<file path="config.mk">
export PLATFORM = sky130hd
export DESIGN_NAME = mem_cmd_scheduler
export DESIGN_NICKNAME = d
export VERILOG_FILES = /design/src/rtl/mem_cont_defs.sv /design/src/rtl/bank_state_table.sv /design/src/rtl/mem_cmd_scheduler.sv
export SDC_FILE = /design/constraint.sdc
export NUM_CORES = 1
export LEC_CHECK = 0
export BUFFER_PORTS_ARGS = -buffer_cell sky130_fd_sc_hd__buf_4
export CORE_ASPECT_RATIO = 2
export CORE_UTILIZATION = 55
export CTS_BUF_LIST = sky130_fd_sc_hd__clkbuf_4 sky130_fd_sc_hd__clkbuf_8 sky130_fd_sc_hd__clkbuf_16
export DETAILED_ROUTE_END_ITERATION = 12
export PLACE_DENSITY = 0.79
export SKIP_CTS_REPAIR_TIMING = 1
export SYNTH_ARGS = -nofsm -noshare
export SYNTH_HDL_FRONTEND = slang
export SYNTH_HIERARCHICAL = 1
export SYNTH_SLANG_ARGS = --single-unit
</file>
<file path="constraint.sdc">
create_clock -name clk -period 4.45 [get_ports clk]
set_input_delay 0.2225 -clock clk [delete_from_list [all_inputs] [get_ports clk]]
set_output_delay 0.2225 -clock clk [all_outputs]
set_load 0.02 [all_outputs]
</file>
<file path="src/rtl/mem_cont_defs.sv">
// Shared DRAM controller definitions: timing, command encoding, address map, modes.
package mem_cont_defs;

  // DRAM timing in clk cycles
  localparam int T_RP    = 24;
  localparam int T_RCD   = 24;
  localparam int T_WR    = 20;
  localparam int T_RTP   = 12;
  localparam int T_CCD_L = 8;

  // Counter width; must hold the largest loaded value (tRP-2 / tWR-1)
  localparam int CNT_W = 5;

  typedef enum logic [1:0] {
    CMD_PRE = 2'b00,
    CMD_ACT = 2'b01,
    CMD_RD  = 2'b10,
    CMD_WR  = 2'b11
  } dram_cmd_e;

  // Address map: row [35:18], column [17:10], bank [9:8], bankGroup [7:6]
  localparam int ADDR_W   = 36;
  localparam int ROW_W    = 18;
  localparam int COL_W    = 8;
  localparam int BANK_W   = 2;
  localparam int BG_W     = 2;
  localparam int IDX_W    = BG_W + BANK_W;
  localparam int NBANKS   = 1 << IDX_W;
  localparam int ROW_LSB  = 18;
  localparam int COL_LSB  = 10;
  localparam int BANK_LSB = 8;
  localparam int BG_LSB   = 6;

  // Request modes; anything other than a write is served as a read
  localparam logic [3:0] MODE_RD = 4'd0;
  localparam logic [3:0] MODE_WR = 4'd1;
  localparam logic [3:0] MODE_IF = 4'd2;

  typedef struct packed {
    logic [BG_W-1:0]   bg;
    logic [BANK_W-1:0] bank;
    logic [ROW_W-1:0]  row;
    logic [COL_W-1:0]  col;
  } addr_fields_t;

  function automatic addr_fields_t decode_addr(input logic [ADDR_W-1:0] a);
    addr_fields_t f;
    f.bg   = a[BG_LSB   +: BG_W];
    f.bank = a[BANK_LSB +: BANK_W];
    f.row  = a[ROW_LSB  +: ROW_W];
    f.col  = a[COL_LSB  +: COL_W];
    return f;
  endfunction

endpackage

</file>
<file path="src/rtl/bank_state_table.sv">
// Per-bank open-row tracking and precharge-eligibility counters.
module bank_state_table
  import mem_cont_defs::*;
(
  input  logic             clk,
  input  logic             rst_n,
  // lookup
  input  logic [IDX_W-1:0] lk_idx,
  output logic             lk_open,
  output logic [ROW_W-1:0] lk_row,
  output logic             lk_elig_zero,
  // updates
  input  logic             act_en,
  input  logic [IDX_W-1:0] act_idx,
  input  logic [ROW_W-1:0] act_row,
  input  logic             pre_en,
  input  logic [IDX_W-1:0] pre_idx,
  input  logic             rd_en,
  input  logic             wr_en,
  input  logic [IDX_W-1:0] cas_idx
);

  logic [NBANKS-1:0]            open_q;
  logic [NBANKS-1:0][ROW_W-1:0] row_q;
  logic [NBANKS-1:0][CNT_W-1:0] elig_q;

  assign lk_open      = open_q[lk_idx];
  assign lk_row       = row_q[lk_idx];
  assign lk_elig_zero = (elig_q[lk_idx] == '0);

  // Open bits: PRE closes, ACT opens (never both on one bank in one cycle)
  always_ff @(posedge clk or negedge rst_n) begin
    if (!rst_n) begin
      open_q <= '0;
    end else begin
      if (pre_en) open_q[pre_idx] <= 1'b0;
      if (act_en) open_q[act_idx] <= 1'b1;
    end
  end

  // Row storage; contents only meaningful while the open bit is set
  always_ff @(posedge clk) begin
    if (act_en) row_q[act_idx] <= act_row;
  end

  // Eligibility counters: load on RD/WR, otherwise count down to 0
  always_ff @(posedge clk or negedge rst_n) begin
    if (!rst_n) begin
      elig_q <= '0;
    end else begin
      for (int i = 0; i < NBANKS; i++) begin
        if ((rd_en || wr_en) && cas_idx == IDX_W'(i))
          elig_q[i] <= wr_en ? CNT_W'(T_WR - 1) : CNT_W'(T_RTP - 1);
        else if (elig_q[i] != '0)
          elig_q[i] <= elig_q[i] - CNT_W'(1);
      end
    end
  end

endmodule

</file>
<file path="src/rtl/mem_cmd_scheduler.sv">
// In-order, single-outstanding, open-page DRAM command scheduler.
module mem_cmd_scheduler
  import mem_cont_defs::*;
(
  input  logic              clk,
  input  logic              rst_n,
  input  logic              req_valid,
  output logic              req_ready,
  input  logic [3:0]        req_mode,
  input  logic [ADDR_W-1:0] req_addr,
  output logic              cmd_valid,
  output logic [1:0]        cmd_type,
  output logic [BG_W-1:0]   cmd_bg,
  output logic [BANK_W-1:0] cmd_bank,
  output logic [ROW_W-1:0]  cmd_row,
  output logic [COL_W-1:0]  cmd_col,
  output logic              req_done
);

  typedef enum logic [2:0] {
    IDLE, DECODE, PRE, WAIT_RP, ACT, WAIT_RCD, CAS
  } state_e;

  state_e       state_q, state_d;
  logic [3:0]   mode_q;
  addr_fields_t f_q;
  logic [CNT_W-1:0] seq_cnt_q;
  logic [CNT_W-1:0] cas_cnt_q;
  logic         ready_q;

  logic         do_pre, do_act, do_cas;
  logic         accept, is_wr;
  logic         lk_open, lk_elig_zero;
  logic [ROW_W-1:0] lk_row;
  logic [IDX_W-1:0] idx;

  dram_cmd_e    cmd_type_q;

  assign accept    = req_valid && ready_q;
  assign is_wr     = (mode_q == MODE_WR);
  assign idx       = {f_q.bg, f_q.bank};
  assign req_ready = ready_q;
  assign cmd_type  = cmd_type_q;

  bank_state_table u_banks (
    .clk          (clk),
    .rst_n        (rst_n),
    .lk_idx       (idx),
    .lk_open      (lk_open),
    .lk_row       (lk_row),
    .lk_elig_zero (lk_elig_zero),
    .act_en       (do_act),
    .act_idx      (idx),
    .act_row      (f_q.row),
    .pre_en       (do_pre),
    .pre_idx      (idx),
    .rd_en        (do_cas && !is_wr),
    .wr_en        (do_cas && is_wr),
    .cas_idx      (idx)
  );

  // State register
  always_ff @(posedge clk or negedge rst_n) begin
    if (!rst_n) state_q <= IDLE;
    else        state_q <= state_d;
  end

  // Next-state and command-issue decisions
  always_comb begin
    state_d = state_q;
    do_pre  = 1'b0;
    do_act  = 1'b0;
    do_cas  = 1'b0;
    unique case (state_q)
      IDLE:     if (accept) state_d = DECODE;
      DECODE: begin
        if (!lk_open)             state_d = ACT;
        else if (lk_row == f_q.row) state_d = CAS;
        else                      state_d = PRE;
      end
      PRE: begin
        if (lk_elig_zero) begin
          do_pre  = 1'b1;
          state_d = WAIT_RP;
        end
      end
      WAIT_RP:  if (seq_cnt_q == '0) state_d = ACT;
      ACT: begin
        do_act  = 1'b1;
        state_d = WAIT_RCD;
      end
      WAIT_RCD: if (seq_cnt_q == '0) state_d = CAS;
      CAS: begin
        if (cas_cnt_q == '0) begin
          do_cas  = 1'b1;
          state_d = IDLE;
        end
      end
      default:  state_d = IDLE;
    endcase
  end

  // Request latch on acceptance
  always_ff @(posedge clk or negedge rst_n) begin
    if (!rst_n) begin
      mode_q <= MODE_RD;
      f_q    <= '0;
    end else if (accept) begin
      mode_q <= req_mode;
      f_q    <= decode_addr(req_addr);
    end
  end

  // Ready is registered so it stays low in reset and rises one clock after
  // the FSM is back in IDLE; it drops in the accepting cycle.
  always_ff @(posedge clk or negedge rst_n) begin
    if (!rst_n) ready_q <= 1'b0;
    else        ready_q <= (state_q == IDLE) && !accept;
  end

  // Sequencing counter: the wait state plus the next command state span
  // the full tRP/tRCD, hence the load of t-2.
  always_ff @(posedge clk or negedge rst_n) begin
    if (!rst_n)               seq_cnt_q <= '0;
    else if (do_pre)          seq_cnt_q <= CNT_W'(T_RP - 2);
    else if (do_act)          seq_cnt_q <= CNT_W'(T_RCD - 2);
    else if (seq_cnt_q != '0) seq_cnt_q <= seq_cnt_q - CNT_W'(1);
  end

  // Global CAS spacing counter (tCCD_L across all bank groups)
  always_ff @(posedge clk or negedge rst_n) begin
    if (!rst_n)               cas_cnt_q <= '0;
    else if (do_cas)          cas_cnt_q <= CNT_W'(T_CCD_L - 1);
    else if (cas_cnt_q != '0) cas_cnt_q <= cas_cnt_q - CNT_W'(1);
  end

  // Registered command outputs; fields hold between commands
  always_ff @(posedge clk or negedge rst_n) begin
    if (!rst_n) begin
      cmd_valid  <= 1'b0;
      req_done   <= 1'b0;
      cmd_type_q <= CMD_PRE;
      cmd_bg     <= '0;
      cmd_bank   <= '0;
      cmd_row    <= '0;
      cmd_col    <= '0;
    end else begin
      cmd_valid <= do_pre || do_act || do_cas;
      req_done  <= do_cas;
      if (do_pre || do_act || do_cas) begin
        cmd_bg   <= f_q.bg;
        cmd_bank <= f_q.bank;
      end
      if (do_pre) cmd_type_q <= CMD_PRE;
      if (do_act) begin
        cmd_type_q <= CMD_ACT;
        cmd_row    <= f_q.row;
      end
      if (do_cas) begin
        cmd_type_q <= is_wr ? CMD_WR : CMD_RD;
        cmd_col    <= f_q.col;
      end
    end
  end

endmodule

</file>
==> flow_summary.json <==
{
  "outcome": "complete, no violations",
  "ir_drop_uv": 475.5,
  "crit_type": "reg -> reg",
  "fillerInstances": 2403,
  "crit_path_start_kind": "flop",
  "routabilityCongestion": 0.8026,
  "cts_made_buffers": 39,
  "dominantRegCellSynth": "edfxtp_1",
  "avgSynthCellArea_um2": 16.17,
  "routed_wirelength_mm": 41.93,
  "detail_route.wl_per_cell_um": 22.93,
  "clock-sinks": 466,
  "drt_iter0_markers": 823,
  "hold_viol_final": 0,
  "place_worst_setup_slack_ns": 0.8524,
  "fin_nets": 1416,
  "antenna_found_initial": 0,
  "place.port_buffers": 71,
  "via_count": 11110,
  "die_area_um2": 36260,
  "comb_power_share_pct": 32.5,
  "critPathMaxFanout": 41,
  "hold_class": "in -> async",
  "seq_area_frac_synth_pct": 67.18,
  "synthToLayoutAreaGrowth_pct": 14.86,
  "rows": 97,
  "internal_power_mw": 10.35,
  "vias_per_cell": 6.072,
  "grt_pass1_wl_mm": 64.69,
  "fmax_mhz": 268.2,
  "p_sw_share_pct": 33.76,
  "crit_chain": "buf_12 > nor4_1 > o21ai_0 > a2111oi_0 > a211o_1 > and4bb_4 > or3b_2 > o21ai_0 > o21ai_0",
  "worst_ep_required_time_ns": 4.87,
  "synth_area_um2": 19500,
  "grt_use_total_pct": 24.23,
  "synthCells": 1206,
  "synth.distinct_cells": 59,
  "grt_setup_unrepaired": "no",
  "async_flop_share_pct": 38.20,
  "p_sw_mw": 5.278,
  "setup-tns-final_ns": 0,
  "syn_nets": 1268,
  "leakage_nw": 8.441,
  "cp_slowest_cell": "a2111oi_0",
  "yosysWarnings": 6,
  "period_share_pct": 83.78,
  "cts_tree": "built",
  "most-common-layout-cells": "edfxtp_1, dfrtp_1, buf_4",
  "clock_skew_ns": 0.01505,
  "first_pass_iters": 5,
  "regArea_um2": 13110,
  "insertion_delay_ns": 0.55,
  "num_antenna_cells": 0,
  "end_kind": "flop",
  "fin_crit_ns": 3.728,
  "seqPwrFrac_pct": 45.6,
  "core_um2": 34950,
  "overflow": 0,
  "max-slew-margin-rel_pct": 34.66,
  "layout_setup_ws_ns": 0.7216,
  "arrival_ns": 4.15,
  "drive_above_1_share_pct": 26.45,
  "power.total_mw": 15.63,
  "synth_edf_count": 288,
  "hpwl_mm": 26.74,
  "start_util_pct": 55.80,
  "grt_max_degree": 104,
  "maxCapViolCount": 0,
  "slowest_delay_ns": 0.80,
  "pwr-share-clk_pct": 21.9,
  "dieHeight_um": 268.3,
  "worst_pin_slew_ns": 0.9665,
  "io_pins": 78,
  "cts.path.max_buffers": 3,
  "final_common_cell": "edfxtp_1",
  "critPathMostFrequentCell": "o21ai_0",
  "setup_viol": 0,
  "clockRootBuffer": "clkbuf_16",
  "htreeDepth": 2,
  "slew_viol_final": 0,
  "drcViolationCount": 0,
  "ys_ff_latch": 466,
  "cellPowerDensity_nw_per_um2": 697.9,
  "clkTransAtPathRegs_ns": 0.07,
  "grt_pass1_vias": 11530,
  "multi_input_area_um2": 6060,
  "ff2ff_path_depth": 9,
  "die_w_um": 135.2,
  "ant_nets": 0
}
[worst max-delay path, delay by kind of cell, from the launching register on]
family          cells  cell delay (ns)
flops               1             0.75
buf+inv             1             0.30
simple gates        3             1.11
compound gates      5             1.42
[metal layers]
metal	wire (µm)	global-route usage (%)	share of wire (%)
met3	1664	2.924	4.0
met4	2736	16.06	6.5
met1	14520	26.35	35
met5	0	0	0
met2	23010	43.84	55
[stage by stage]
step / utilization (%) / instance area, µm² / hold WS, ns / cells
detailed placement: 59.42 / 20770 / 0.3723 / 1723
finish: 64.09 / 22400 / 0.2992 / 1829
global placement: 59.42 / 20770 / 0.3615 / 1723
global route: 64.09 / 22400 / 0.4014 / 1829
floorplan: - / 19500 / -0.07309 / 1206
CTS: 63.08 / 22050 / -0.1926 / 1794
[path summary, 6_finish.rpt]
check | startpoint | endpoint | slack [ns]
worst max-delay path | f_q[26] | u_banks/open_q[4] | 0.72
worst min-delay path | rst_n | req_done | 0.30
worst max register to register | f_q[26] | u_banks/open_q[4] | 0.72
worst min register to register | cmd_type[1] | cmd_type[1] | 0.48
max in group asynchronous | rst_n | u_banks/open_q[8] | 3.19
min in group clk | req_valid | req_ready | 0.35
[layout make-up]
| class | count | area share [%] |
|---|---|---|
| Sequential cell | 466 | 58.53 |
| Multi-Input combinational cell | 656 | 27.05 |
| Timing Repair Buffer | 148 | 5.491 |
| Clock buffer | 54 | 4.966 |
| Tap cell | 445 | 2.486 |
| Clock inverter | 17 | 0.7541 |
| Inverter | 43 | 0.7206 |
[kinds of logic (layout without fill, tap and decap cells)]
logic type / count (synthesis) / in the layout / share of synthesized area, %
buffers and inverters: 84 / 262 / 2.040
DFF: 466 / 466 / 67.18
AOI/OAI and AO/OA: 141 / 141 / 4.446
muxes: 176 / 176 / 15.93
and+or+nand+nor: 273 / 273 / 7.070
adders and majority gates: 19 / 19 / 1.219
xor gates and xnor gates: 47 / 47 / 2.111
[synthesized netlist by cell type, drive strengths merged, types with 3 or more instances]
library cell    n  area, µm²
a21o            4      30.03
nor2           60      232.7
mux4           96       2222
edfxtp        288       8648
nor4           17      106.4
nor3           30      150.1
buf            27      183.9
clkbuf         14      52.55
o31a            5      43.79
nor2b           5      31.28
xnor2          23      201.4
nor4b           4      41.29
or3             5      31.28
a31oi           4      25.02
mux2           67      754.5
nand2b         21      131.4
o211ai         21      157.7
o21ai          66      330.3
dfrtp         178       4454
mux2i          13      130.1
xor2           24      210.2
ha             19      237.7
nand3b         13      97.59
o22ai           8      50.05
nand2          80      300.3
or3b            6      52.55
inv            43      161.4
nand3          19      95.09
and2            3      18.77
a21oi          16      83.83
o31ai           3      22.52
[state kept, by name, indices dropped and copies added (netlist names)]
register        count
u_banks/row_q     288
u_banks/elig_q     80
f_q                30
cmd_row            18
u_banks/open_q     16
cmd_col             8
cas_cnt_q           5
seq_cnt_q           5
mode_q              4
state_q             3
cmd_bank            2
cmd_bg              2
cmd_type            2
cmd_valid           1
req_done            1
req_ready           1
[power groups by stage]
| stage | Sequential (mW) | Clock (mW) | Combinational, mW |
|---|---|---|---|
| 2_1_floorplan | 6.84 | 0 | 3.68 |
| 3_3_place_gp | 7.12 | 0 | 4.81 |
| 3_5_place_dp | 7.23 | 0 | 5.02 |
| 5_1_grt | 7.32 | 3.63 | 5.48 |
| 4_1_cts | 7.15 | 3.48 | 5.08 |
| 6_report | 7.14 | 3.42 | 5.07 |
(Power assumes the default switching activity.)
